<file path="src/rtl/sr_latch_cmd_sequencer.sv">
// sr_latch_cmd_sequencer
//   Clocked command front-end for a WIDTH-bit gated SR latch bank. It accepts
//   SET / RESET / TOGGLE commands on a bit mask, then drives the latch Set,
//   Reset and En lines through a setup, enable pulse and hold sequence. Set
//   and Reset are never high together on any bit. Afterwards it reads back
//   the latch output Q and raises a sticky Err flag if Q disagrees with the
//   expected value on the masked bits.
//
// Ports
//   Clk       in   system clock, rising edge
//   Rst       in   synchronous reset, active-high
//   CmdValid  in   command present
//   CmdReady  out  sequencer can accept a command (combinational)
//   CmdOp     in   2'b00 NOP, 2'b01 SET, 2'b10 RESET, 2'b11 TOGGLE
//   CmdMask   in   bits affected by the command
//   Q         in   latch output fed back from the latch bank
//   Set       out  latch Set drive
//   Reset     out  latch Reset drive
//   En        out  latch enable
//   Busy      out  sequence in progress
//   Done      out  one-cycle pulse while verifying
//   Err       out  sticky readback mismatch flag
module sr_latch_cmd_sequencer #(
  parameter int WIDTH        = 4,
  parameter int SETUP_CYCLES = 1,
  parameter int PULSE_CYCLES = 2
) (
  input  logic             Clk,
  input  logic             Rst,
  input  logic             CmdValid,
  output logic             CmdReady,
  input  logic [1:0]       CmdOp,
  input  logic [WIDTH-1:0] CmdMask,
  input  logic [WIDTH-1:0] Q,
  output logic [WIDTH-1:0] Set,
  output logic [WIDTH-1:0] Reset,
  output logic             En,
  output logic             Busy,
  output logic             Done,
  output logic             Err
);

  localparam int MAX_CYC = (SETUP_CYCLES > PULSE_CYCLES) ? SETUP_CYCLES : PULSE_CYCLES;
  localparam int CW      = (MAX_CYC > 1) ? $clog2(MAX_CYC) : 1;

  localparam logic [1:0] OP_NOP    = 2'b00;
  localparam logic [1:0] OP_SET    = 2'b01;
  localparam logic [1:0] OP_RESET  = 2'b10;
  localparam logic [1:0] OP_TOGGLE = 2'b11;

  typedef enum logic [2:0] {
    ST_IDLE   = 3'd0,
    ST_SETUP  = 3'd1,
    ST_PULSE  = 3'd2,
    ST_HOLD   = 3'd3,
    ST_VERIFY = 3'd4
  } state_t;

  state_t           state_q, state_d;
  logic [CW-1:0]    cnt_q, cnt_d;
  logic [WIDTH-1:0] set_q, set_d;
  logic [WIDTH-1:0] reset_q, reset_d;
  logic [WIDTH-1:0] exp_q, exp_d;
  logic [WIDTH-1:0] mask_q, mask_d;
  logic             en_q, en_d;
  logic             busy_q, busy_d;
  logic             done_q, done_d;
  logic             err_q, err_d;
  logic             accept_s;
  logic             active_s;

  assign CmdReady = (state_q == ST_IDLE) & ~Rst;
  assign accept_s = CmdValid & CmdReady;
  // NOP and empty-mask commands are consumed without starting a sequence
  assign active_s = (CmdOp != OP_NOP) && (CmdMask != {WIDTH{1'b0}});

  // Next-state and registered-output logic
  always_comb begin
    state_d = state_q;
    cnt_d   = cnt_q;
    set_d   = set_q;
    reset_d = reset_q;
    exp_d   = exp_q;
    mask_d  = mask_q;
    en_d    = 1'b0;
    done_d  = 1'b0;
    err_d   = err_q;

    case (state_q)
      ST_IDLE: begin
        set_d   = {WIDTH{1'b0}};
        reset_d = {WIDTH{1'b0}};
        if (accept_s && active_s) begin
          state_d = ST_SETUP;
          cnt_d   = CW'(SETUP_CYCLES - 1);
          mask_d  = CmdMask;
          case (CmdOp)
            OP_SET: begin
              set_d = CmdMask;
              exp_d = CmdMask;
            end
            OP_RESET: begin
              reset_d = CmdMask;
              exp_d   = {WIDTH{1'b0}};
            end
            OP_TOGGLE: begin
              // Q sampled now; the two drive vectors are disjoint by construction
              set_d   = CmdMask & ~Q;
              reset_d = CmdMask & Q;
              exp_d   = ~Q;
            end
            default: begin
              state_d = ST_IDLE;
            end
          endcase
        end else begin
          state_d = ST_IDLE;
        end
      end
      ST_SETUP: begin
        if (cnt_q == {CW{1'b0}}) begin
          state_d = ST_PULSE;
          cnt_d   = CW'(PULSE_CYCLES - 1);
          en_d    = 1'b1;
        end else begin
          cnt_d = cnt_q - {{(CW-1){1'b0}}, 1'b1};
        end
      end
      ST_PULSE: begin
        if (cnt_q == {CW{1'b0}}) begin
          state_d = ST_HOLD;
        end else begin
          cnt_d = cnt_q - {{(CW-1){1'b0}}, 1'b1};
          en_d  = 1'b1;
        end
      end
      ST_HOLD: begin
        // Data released only once En has already fallen
        state_d = ST_VERIFY;
        set_d   = {WIDTH{1'b0}};
        reset_d = {WIDTH{1'b0}};
        done_d  = 1'b1;
      end
      ST_VERIFY: begin
        state_d = ST_IDLE;
        if (((Q ^ exp_q) & mask_q) != {WIDTH{1'b0}}) begin
          err_d = 1'b1;
        end else begin
          err_d = err_q;
        end
      end
      default: begin
        state_d = ST_IDLE;
        set_d   = {WIDTH{1'b0}};
        reset_d = {WIDTH{1'b0}};
      end
    endcase

    busy_d = (state_d != ST_IDLE);
  end

  // State and output registers with synchronous reset
  always_ff @(posedge Clk) begin
    if (Rst) begin
      state_q <= ST_IDLE;
      cnt_q   <= {CW{1'b0}};
      set_q   <= {WIDTH{1'b0}};
      reset_q <= {WIDTH{1'b0}};
      exp_q   <= {WIDTH{1'b0}};
      mask_q  <= {WIDTH{1'b0}};
      en_q    <= 1'b0;
      busy_q  <= 1'b0;
      done_q  <= 1'b0;
      err_q   <= 1'b0;
    end else begin
      state_q <= state_d;
      cnt_q   <= cnt_d;
      set_q   <= set_d;
      reset_q <= reset_d;
      exp_q   <= exp_d;
      mask_q  <= mask_d;
      en_q    <= en_d;
      busy_q  <= busy_d;
      done_q  <= done_d;
      err_q   <= err_d;
    end
  end

  assign Set   = set_q;
  assign Reset = reset_q;
  assign En    = en_q;
  assign Busy  = busy_q;
  assign Done  = done_q;
  assign Err   = err_q;

endmodule
</file>
<file path="config.mk">
export PLATFORM = sky130hd
export DESIGN_NAME = sr_latch_cmd_sequencer
export DESIGN_NICKNAME = d
export VERILOG_FILES = /design/src/rtl/sr_latch_cmd_sequencer.sv
export SDC_FILE = /design/constraint.sdc
export NUM_CORES = 1
export LEC_CHECK = 0
export ABC_AREA = 1
export CAP_MARGIN = 40
export CORE_UTILIZATION = 32
export CTS_CLUSTER_DIAMETER = 200
export DETAILED_ROUTE_END_ITERATION = 8
export PLACE_DENSITY = 0.66
export SYNTH_ARGS = -nofsm -noshare
export SYNTH_HDL_FRONTEND = slang
export SYNTH_SLANG_ARGS = --single-unit
</file>
<file path="constraint.sdc">
create_clock -name Clk -period 1.5 [get_ports Clk]
set_input_delay 0.45 -clock Clk [delete_from_list [all_inputs] [get_ports Clk]]
set_output_delay 0.45 -clock Clk [all_outputs]
set_load 0.02 [all_outputs]
</file>
# ---- Yosys cells after proc, flatten, opt, wreduce, memory -nomap -nowiden
# Index checks and enable logic that the tools add are counted.
dict set report totals {
  reg_bits 24
  output_inout_bits 13
  wordCells 62
}
dict set report classes {
  add_sub_neg 1
  n_eq_ne 8
  n_bitwise 8
  n_reduce_logical 15
  muxes 20
}
# cell n
set op_table {}
lappend op_table {{$pmux W4 S2} 4}
lappend op_table {{$and A4 B4 Y4} 3}
lappend op_table {{$pmux W3 S4} 1}
lappend op_table {{$pmux W4 S3} 1}
lappend op_table {{$mux W3} 3}
lappend op_table {{$reduce_bool A3 Y1} 3}
lappend op_table {{$mux W4} 2}
lappend op_table {{$reduce_bool A4 Y1} 2}
lappend op_table {{$mux W1} 7}
lappend op_table {{$eq A3 B2 Y1 const B} 2}
lappend op_table {{$reduce_and A2 Y1} 3}
lappend op_table {{$reduce_or A3 Y1} 2}
lappend op_table {{$eq A2 B2 Y1 const B} 2}
lappend op_table {{$not A4 Y4} 1}
lappend op_table {{$xor A4 B4 Y4} 1}
lappend op_table {{$eq A3 B1 Y1 const B} 1}
lappend op_table {{$eq A3 B3 Y1 const B} 1}
lappend op_table {{$logic_not A3 Y1} 1}
lappend op_table {{$pmux W1 S3} 1}
lappend op_table {{$reduce_and A3 Y1} 1}
lappend op_table {{$and A1 B1 Y1} 2}
lappend op_table {{$eq A2 B1 Y1 const B} 1}
lappend op_table {{$logic_and A1 B1 Y1} 2}
lappend op_table {{$ne A2 B1 Y1 const B} 1}
lappend op_table {{other kinds (4)} 4}

# ---- Longest topological paths before layout
# Gate-level depths: netlist of run 1.
dict set report logic_depth {
  depth_word 7
  ltp_mapped 8
  depth_no_buf 7
}

# ---- Worst setup path before layout of run 1
# Ideal clock, no wire load.
dict set report synth_path {
  path_kind {input-to-reg}
  from {input port Rst}
  to {register exp_q[1]}
  required_ns 1.381
  path_stages 7
  arrival_ns 1.205
  path_slack_ns 0.176
  cell_sequence {inv_1 -> nand3_2 -> inv_2 -> nand3_1 -> buf_2 -> o21ai_1 -> a21oi_1}
}
dict set report synth_via {
  elab_chain_cells 5
}
# item line_no
set synth_rtl {}
lappend synth_rtl {{start, declared} 29} ;# input logic Rst,
lappend synth_rtl {{$not A1 Y1} 72} ;# assign CmdReady = (state_q == ST_IDLE) & ~Rst;
lappend synth_rtl {{$and A1 B1 Y1} 72}
lappend synth_rtl {{net CmdReady} 31} ;# output logic CmdReady,
lappend synth_rtl {{$and A1 B1 Y1} 73} ;# assign accept_s = CmdValid & CmdReady;
lappend synth_rtl {{$logic_and A1 B1 Y1} 93} ;# if (accept_s && active_s) begin
lappend synth_rtl {{$reduce_and A3 Y1 (no line)} -}
lappend synth_rtl {{end signal, assigned} 169} ;# exp_q <= {WIDTH{1'b0}};
lappend synth_rtl {{end signal, assigned} 180} ;# exp_q <= exp_d;
lappend synth_rtl {{end, declared} 63} ;# logic [WIDTH-1:0] exp_q, exp_d;
# The timed path passes the listed nets, and every way through them passes these cells.
# A chain may end at the register's enable or synchronous reset.

# ---- Worst setup path after layout of run 1
dict set report layout_path {
  from {register state_q[1]}
  to {output port CmdReady}
}
dict set report layout_via {
  elab_chain_cells 2
}
# item line_no
set layout_rtl {}
lappend layout_rtl {{start, declared} 59} ;# state_t state_q, state_d;
lappend layout_rtl {{start signal, assigned} 176} ;# state_q <= state_d;
lappend layout_rtl {{$logic_not A3 Y1} 72}
lappend layout_rtl {{$and A1 B1 Y1} 72}
lappend layout_rtl {{end, declared} 31}
# Every way passes these cells.

==> impl_metrics.csv, run 1 <==
group,metric,value,unit
global_route,grt_pass1_vias,947,
global_route,met3_usage,2.899,%
floorplanning,rows,21,
power_and_ir_drop,peakVddDrop,0.0004396,V
layout,fin_nets,217,
layout,multi_input_area,570.5,µm²
route,avgRoutedWirePerCell,10.64,µm
setup_path,setup.worst_path.start_class,"flop",
global_route,globalRouteMet1Util,22.07,%
min_path,holdPathEnd,"Err$_SDFFE_PP0P_",
power_and_ir_drop,p_sw_share,32.15,%
floorplanning,start_util,33.81,%
setup_path,rrSetupSlack,210,ps
timing,fin_skew,5.355,ps
synthesis,syn_nets,170,
timing,final_max_slew_viol_count,0,
clock_network,clkLatencyLatePin,320,ps
timing,hold_violations,0,
timing,worst_slack,-5.418,ps
setup_path,crit_required,1050,ps
power_and_ir_drop,switchingPower,0.5962,mW
setup_path,cp_slowest_cell,"dfxtp_2",
route,vias_per_cell,4.373,
global_route,antenna_found_initial,0,
route,detail-route-antenna-nets,0,
placed_design,place_congestion,0.8639,
route,drtIter0Drc,56,
global_route,grt_max_degree,20,
setup_path,criticalPathCategory,"flop to primary output",
power_and_ir_drop,seq_power_share,40.3,%
timing,worst_slew_margin_rel,81.83,%
global_route,busiest_layer,"met2",
clock_network,cts.sinks,24,
timing,worstMarginPinSlew,271.7,ps
outcome,violations,"setup timing",
setup_path,crit_fanout,2,
clock_network,clk_path_buf_depth,2,
setup_path,rr_endpoint,"Reset[3]$_SDFFE_PP0N_",
setup_path,max_stage_delay,360,ps
global_route,met2_usage,23.50,%
placed_design,post-place-ws,-670.0,ps
setup_path,cp.arrival,1060,ps
floorplanning,dieArea,3825,µm²
timing,setup_viol,1,
run,drv_cap,0,
layout,synthToLayoutAreaGrowth,44.00,%
synthesis,ys_ff_latch,24,
setup_path,reg2reg_depth,6,
route,route.detailed.drc,0,
outcome,status,"finished, violations left",
placed_design,dp.cells,245,
synthesis,syn_inst,157,
clock_network,cts-htree-levels,1,
min_path,hold_depth,2,
global_route,gr-total-overflow,0,
setup_path,worstPathCellList,"nor2_4, nand3_2, inv_2, buf_6",
timing,rsz0062_at_grt,"yes",
power_and_ir_drop,power.total,1.854,mW
setup_path,cpLargestDelayFamily,"flip-flops",
timing,hold_slack,457.9,ps
layout,ff_latch_area,481.7,µm²
timing,period_minus_slack,1505,ps
setup_path,critPathBufInv,2,
floorplanning,ios,26,
synthesis,syn_avg_cell_area,7.300,µm²
layout,fillers,334,
timing,fin_crit_sh,100.4,%
layout,fin_util,48.69,%
placed_design,hpwlAfterDp,1.994,mm
power_and_ir_drop,p_comb_share,33.9,%
global_route,grt_pass1_wl,4.250,mm
power_and_ir_drop,clkPwrFrac,25.8,%
route,dr.pass1.iters,4,
timing,fin_setup_tns,-5.418,ps
synthesis,synth_warnings,0,
clock_network,cts_tree,"built",
layout,final_cells,249,
synthesis,yosysUniqueCellTypes,24,
power_and_ir_drop,p_leak,0.7039,nW
clock_network,cts-buffers-inserted,3,
clock_network,cts_root_buffer,"clkbuf_4",
global_route,grt_usage,15.31,%
floorplanning,design.core.area,3390,µm²
clock_network,clk_pin_slew,150,ps
layout,drive_above_1_share,24.63,%
power_and_ir_drop,cellPowerDensity,1124,nW/µm²
synthesis,syn_area,1146,µm²
setup_path,cp-end-kind,"primary output",
synthesis,synth_seq_area_share,41.92,%
floorplanning,die_h,61.85,µm
min_path,min-delay-path-class,"flop to flop",
min_path,hp-start,"Err$_SDFFE_PP0P_",
route,dr_total_vias,1089,
clock_network,postCtsSetupRepairBufs,0,
layout,stdcell_area,1650,µm²
placed_design,placed_area,1599,µm²
power_and_ir_drop,intPower,1.258,mW
layout,n_antenna_cell,0,
floorplanning,fp.dieW,61.85,µm
timing,max_freq,664.3,MHz
route,routed_wirelength,2.650,mm
placed_design,numPortBuffers,25,
setup_path,r2r_start,"state_q[0]$_SDFF_PP0_",
[cells in the final DEF, fill, tap and decap left out, drive strengths merged]
master | netlist | layout
a211oi | 2 | 2
a21oi | 28 | 28
buf | 5 | 23
bufinv | 0 | 1
clkbuf | 0 | 4
clkdlybuf4s15 | 0 | 6
clkdlybuf4s50 | 0 | 11
dfxtp | 24 | 24
dlygate4sd2 | 0 | 6
inv | 19 | 19
nand2 | 39 | 39
nand3 | 15 | 15
nand4 | 2 | 2
nor2 | 14 | 14
nor3 | 2 | 2
o21a | 1 | 1
o21ai | 4 | 4
o21bai | 1 | 1
or2 | 1 | 1
[power groups by stage]
stage	combinational (mW)	sequential (mW)	clock, mW
2_1_floorplan	0.332	0.787	0
6_report	0.629	0.747	0.478
4_1_cts	0.607	0.740	0.482
5_1_grt	0.700	0.756	0.512
3_5_place_dp	0.622	0.755	0
3_3_place_gp	0.621	0.755	0
[timing repair]
item | CTS | global route
setup endpoints to repair | 13 | 13
pin swaps | 0 | 1
hold buffers | 0 | 0
gates resized for setup | 19 | 12
[final cells by class]
cell class / count / share of cell area [%]
clock buffer: 3 / 1.365
clock inverter: 1 / 1.820
inverter: 19 / 4.321
multi-input combinational: 109 / 34.57
sequential: 24 / 29.19
tap: 46 / 3.487
timing repair buffer: 47 / 25.25
[routing by layer]
| metal | wire [µm] | up-vias | part of all wire (%) |
|---|---|---|---|
| met4 | 27 | 0 | 1.0 |
| met5 | 0 | - | 0 |
| li1 | - | 602 | - |
| met2 | 1116 | 22 | 42 |
| met3 | 100 | 2 | 3.8 |
| met1 | 1404 | 463 | 53 |
[Yosys cell counts]
| cell | instances | area, µm² |
|---|---|---|
| nor2_2 | 2 | 12.51 |
| o21ai_1 | 3 | 15.01 |
| or2_2 | 1 | 6.260 |
| nor3_1 | 2 | 10.01 |
| inv_1 | 17 | 63.81 |
| a21oi_1 | 21 | 105.1 |
| dfxtp_1 | 24 | 480.5 |
| o21a_1 | 1 | 7.510 |
| buf_6 | 1 | 11.26 |
| nor2_4 | 2 | 22.52 |
| nand3_1 | 11 | 55.05 |
| a211oi_1 | 2 | 15.01 |
| nand2_1 | 38 | 142.6 |
| nand2_2 | 1 | 6.260 |
| buf_1 | 1 | 3.750 |
| nand3_2 | 4 | 40.04 |
| nand4_1 | 2 | 12.51 |
| o21ai_0 | 1 | 5.000 |
| buf_2 | 2 | 10.01 |
| nor2_1 | 10 | 37.54 |
| buf_4 | 1 | 7.510 |
| a21oi_2 | 7 | 61.31 |
| o21bai_1 | 1 | 7.510 |
| inv_2 | 2 | 7.510 |
[logic make-up (layout without fill, tap and decap cells)]
| logic type | count (synthesis) | count (layout) | share of synthesized area [%] |
|---|---|---|---|
| simple gates | 73 | 73 | 30.13 |
| flops | 24 | 24 | 41.92 |
| buf+inv | 24 | 70 | 9.061 |
| compound gates | 36 | 36 | 18.89 |
[registers in the layout, indices dropped and copies added (netlist names)]
signal,flops
exp_q,4
Reset,4
En,1
Done,1
Err,1
cnt_q,1
mask_q,4
state_q,3
Busy,1
Set,4
[worst min-delay path, delay by kind of cell, from the launching register on]
kind | cells | cell delay [ps]
flops | 1 | 340
compound gates | 1 | 50
buf+inv | 1 | 50
[worst max path at each step]
stage	startpoint	to	slack (ps)	cells after the start
finish	state_q[1]$_SDFF_PP0_	CmdReady	-5	4
global route	CmdOp[1]	exp_q[3]$_SDFFE_PP0P_	-60	7
CTS	state_q[0]$_SDFF_PP0_	CmdReady	-50	4
detailed placement	Rst	CmdReady	-670	5
global placement	Rst	CmdReady	-650	5
floorplan	Rst	exp_q[1]$_SDFFE_PP0P_	180	7
(Power assumes the default switching activity.)
==> inputs of run 2 (changes only) <==
Settings changed: ABC_CLOCK_PERIOD_IN_PS set to 1500, SKIP_LAST_GASP set to 1.
==> run 2 against run 1 <==
The run still ends with setup timing left. Critical endpoint unchanged. Core utilization grew 0.11 points. Routed wire length unchanged. Count of clock-buffer cells in the layout unchanged. First-iteration DRC count stayed put.
==> impl_metrics.csv, run 2 (synthesized netlist as in run 1, its figures left out) <==
group,metric,value,unit
power_and_ir_drop,seq_power_share,40.3,%
route,dr_total_vias,1089,
setup_path,crit_required,1050,ps
timing,final_max_slew_viol_count,0,
outcome,status,"finished, violations left",
route,detail-route-antenna-nets,0,
placed_design,place_congestion,0.8639,
route,route.detailed.drc,0,
global_route,grt_max_degree,20,
power_and_ir_drop,p_leak,0.7117,nW
floorplanning,fp.dieW,61.85,µm
global_route,grt_usage,15.31,%
min_path,hp-start,"Err$_SDFFE_PP0P_",
outcome,violations,"setup timing",
clock_network,cts.sinks,24,
setup_path,criticalPathCategory,"flop to primary output",
setup_path,cp-end-kind,"primary output",
floorplanning,design.core.area,3390,µm²
layout,final_cells,249,
min_path,holdPathEnd,"Err$_SDFFE_PP0P_",
setup_path,reg2reg_depth,6,
global_route,antenna_found_initial,0,
clock_network,cts-htree-levels,1,
timing,fin_skew,5.355,ps
route,avgRoutedWirePerCell,10.64,µm
layout,synthToLayoutAreaGrowth,44.32,%
timing,period_minus_slack,1505,ps
timing,worst_slack,-5.418,ps
layout,final_cell_mix,"38 x nand2_1, 23 x dfxtp_1, 21 x buf_4",
route,drtIter0Drc,56,
floorplanning,start_util,33.81,%
run,drv_cap,0,
placed_design,dp.cells,245,
placed_design,hpwlAfterDp,1.994,mm
setup_path,cp.arrival,1060,ps
setup_path,rrSetupSlack,210,ps
layout,final_common_cell,"nand2_1",
power_and_ir_drop,intPower,1.259,mW
setup_path,rr_endpoint,"Reset[3]$_SDFFE_PP0N_",
layout,fillers,334,
floorplanning,dieArea,3825,µm²
clock_network,cts_root_buffer,"clkbuf_4",
route,routed_wirelength,2.650,mm
route,vias_per_cell,4.373,
power_and_ir_drop,p_sw_share,32.15,%
timing,rsz0062_at_grt,"yes",
clock_network,clkLatencyLatePin,320,ps
floorplanning,rows,21,
clock_network,cts-buffers-inserted,3,
power_and_ir_drop,switchingPower,0.5962,mW
global_route,grt_pass1_wl,4.250,mm
global_route,met3_usage,2.899,%
route,dr.pass1.iters,4,
global_route,gr-total-overflow,0,
floorplanning,ios,26,
timing,hold_slack,457.9,ps
global_route,met2_usage,23.50,%
timing,fin_crit_sh,100.4,%
power_and_ir_drop,peakVddDrop,0.0004396,V
setup_path,r2r_start,"state_q[0]$_SDFF_PP0_",
power_and_ir_drop,clkPwrFrac,25.8,%
placed_design,numPortBuffers,25,
timing,worst_slew_margin_rel,81.83,%
setup_path,setup.worst_path.start_class,"flop",
layout,fin_nets,217,
clock_network,clk_path_buf_depth,2,
floorplanning,die_h,61.85,µm
power_and_ir_drop,cellPowerDensity,1121,nW/µm²
min_path,min-delay-path-class,"flop to flop",
timing,worstMarginPinSlew,271.7,ps
power_and_ir_drop,power.total,1.855,mW
global_route,busiest_layer,"met2",
global_route,grt_pass1_vias,947,
timing,max_freq,664.3,MHz
min_path,hold_depth,2,
clock_network,clk_pin_slew,150,ps
power_and_ir_drop,p_comb_share,33.9,%
layout,n_antenna_cell,0,
timing,hold_violations,0,
clock_network,cts_tree,"built",
global_route,globalRouteMet1Util,22.07,%
clock_network,postCtsSetupRepairBufs,0,
setup_path,crit_fanout,2,
timing,setup_viol,1,
layout,drive_above_1_share,24.63,%
==> run 2: cell types whose count changed in the layout (fill, tap and decap cells not counted), sizes merged <==
| cell | previous run | this run |
|---|---|---|
| dlygate4sd2 | 6 | 5 |
| dlymetal6s2s | 0 | 1 |
==> run 2: worst max path at each step <==
stage                                  to  slack, ps             startpoint  cells past startpoint
floorplan           exp_q[1]$_SDFFE_PP0P_        180                    Rst                      7
global placement                 CmdReady       -650                    Rst                      5
detailed placement               CmdReady       -670                    Rst                      5
CTS                              CmdReady       -230                    Rst                      5
global route        exp_q[3]$_SDFFE_PP0P_        -60               CmdOp[1]                      7
finish                           CmdReady         -5  state_q[1]$_SDFF_PP0_                      4
==> run 2: final cells by class <==
type,count,area [µm²],area share [%]
Clock buffer,3,22.52,1.362
Sequential cell,24,481.7,29.12
Inverter,19,71.32,4.312
Tap cell,46,57.56,3.480
Multi-Input combinational cell,109,570.5,34.49
Timing Repair Buffer,47,420.4,25.42
Clock inverter,1,30.03,1.815
==> run 2: metrics by stage <==
stage | instance area, µm² | worst slack [ps] | utilization [%] | setup TNS [ps]
floorplan | 1146 | 175.6 | - | 0
global route | 1654 | -62.78 | 48.80 | -182.2
CTS | 1632 | -230.8 | 48.14 | -230.8
global placement | 1599 | -645.4 | 47.18 | -5387
finish | 1654 | -5.418 | 48.80 | -5.418
detailed placement | 1599 | -670.0 | 47.18 | -5685
==> run 2: repair_timing <==
| action | 4_1_cts | 5_1_grt |
|---|---|---|
| pin swaps | 0 | 1 |
| gates cloned | 0 | 0 |
| setup endpoints to repair | 13 | 17 |
| hold buffers | 0 | 0 |
| gates resized for setup | 16 | 15 |
==> run 2: power groups by stage <==
| stage | clock, mW | sequential, mW | combinational (mW) |
|---|---|---|---|
| after floorplan | 0 | 0.787 | 0.332 |
| after global placement | 0 | 0.755 | 0.621 |
| after detailed placement | 0 | 0.755 | 0.622 |
| after CTS | 0.482 | 0.740 | 0.603 |
| after global routing | 0.512 | 0.756 | 0.700 |
| final | 0.478 | 0.747 | 0.629 |
==> run 2: critical path, cell delays in order, from the launching register on <==
cell	delay, ps
dfxtp_2	360
nor2_4	120
nand3_2	80
inv_2	70
buf_6	110
==> run 2: per-layer routing <==
metal / vias up / wire, µm
met3: 2 / 100
met1: 463 / 1404
li1: 602 / -
met5: - / 0
met2: 22 / 1117
met4: 0 / 27
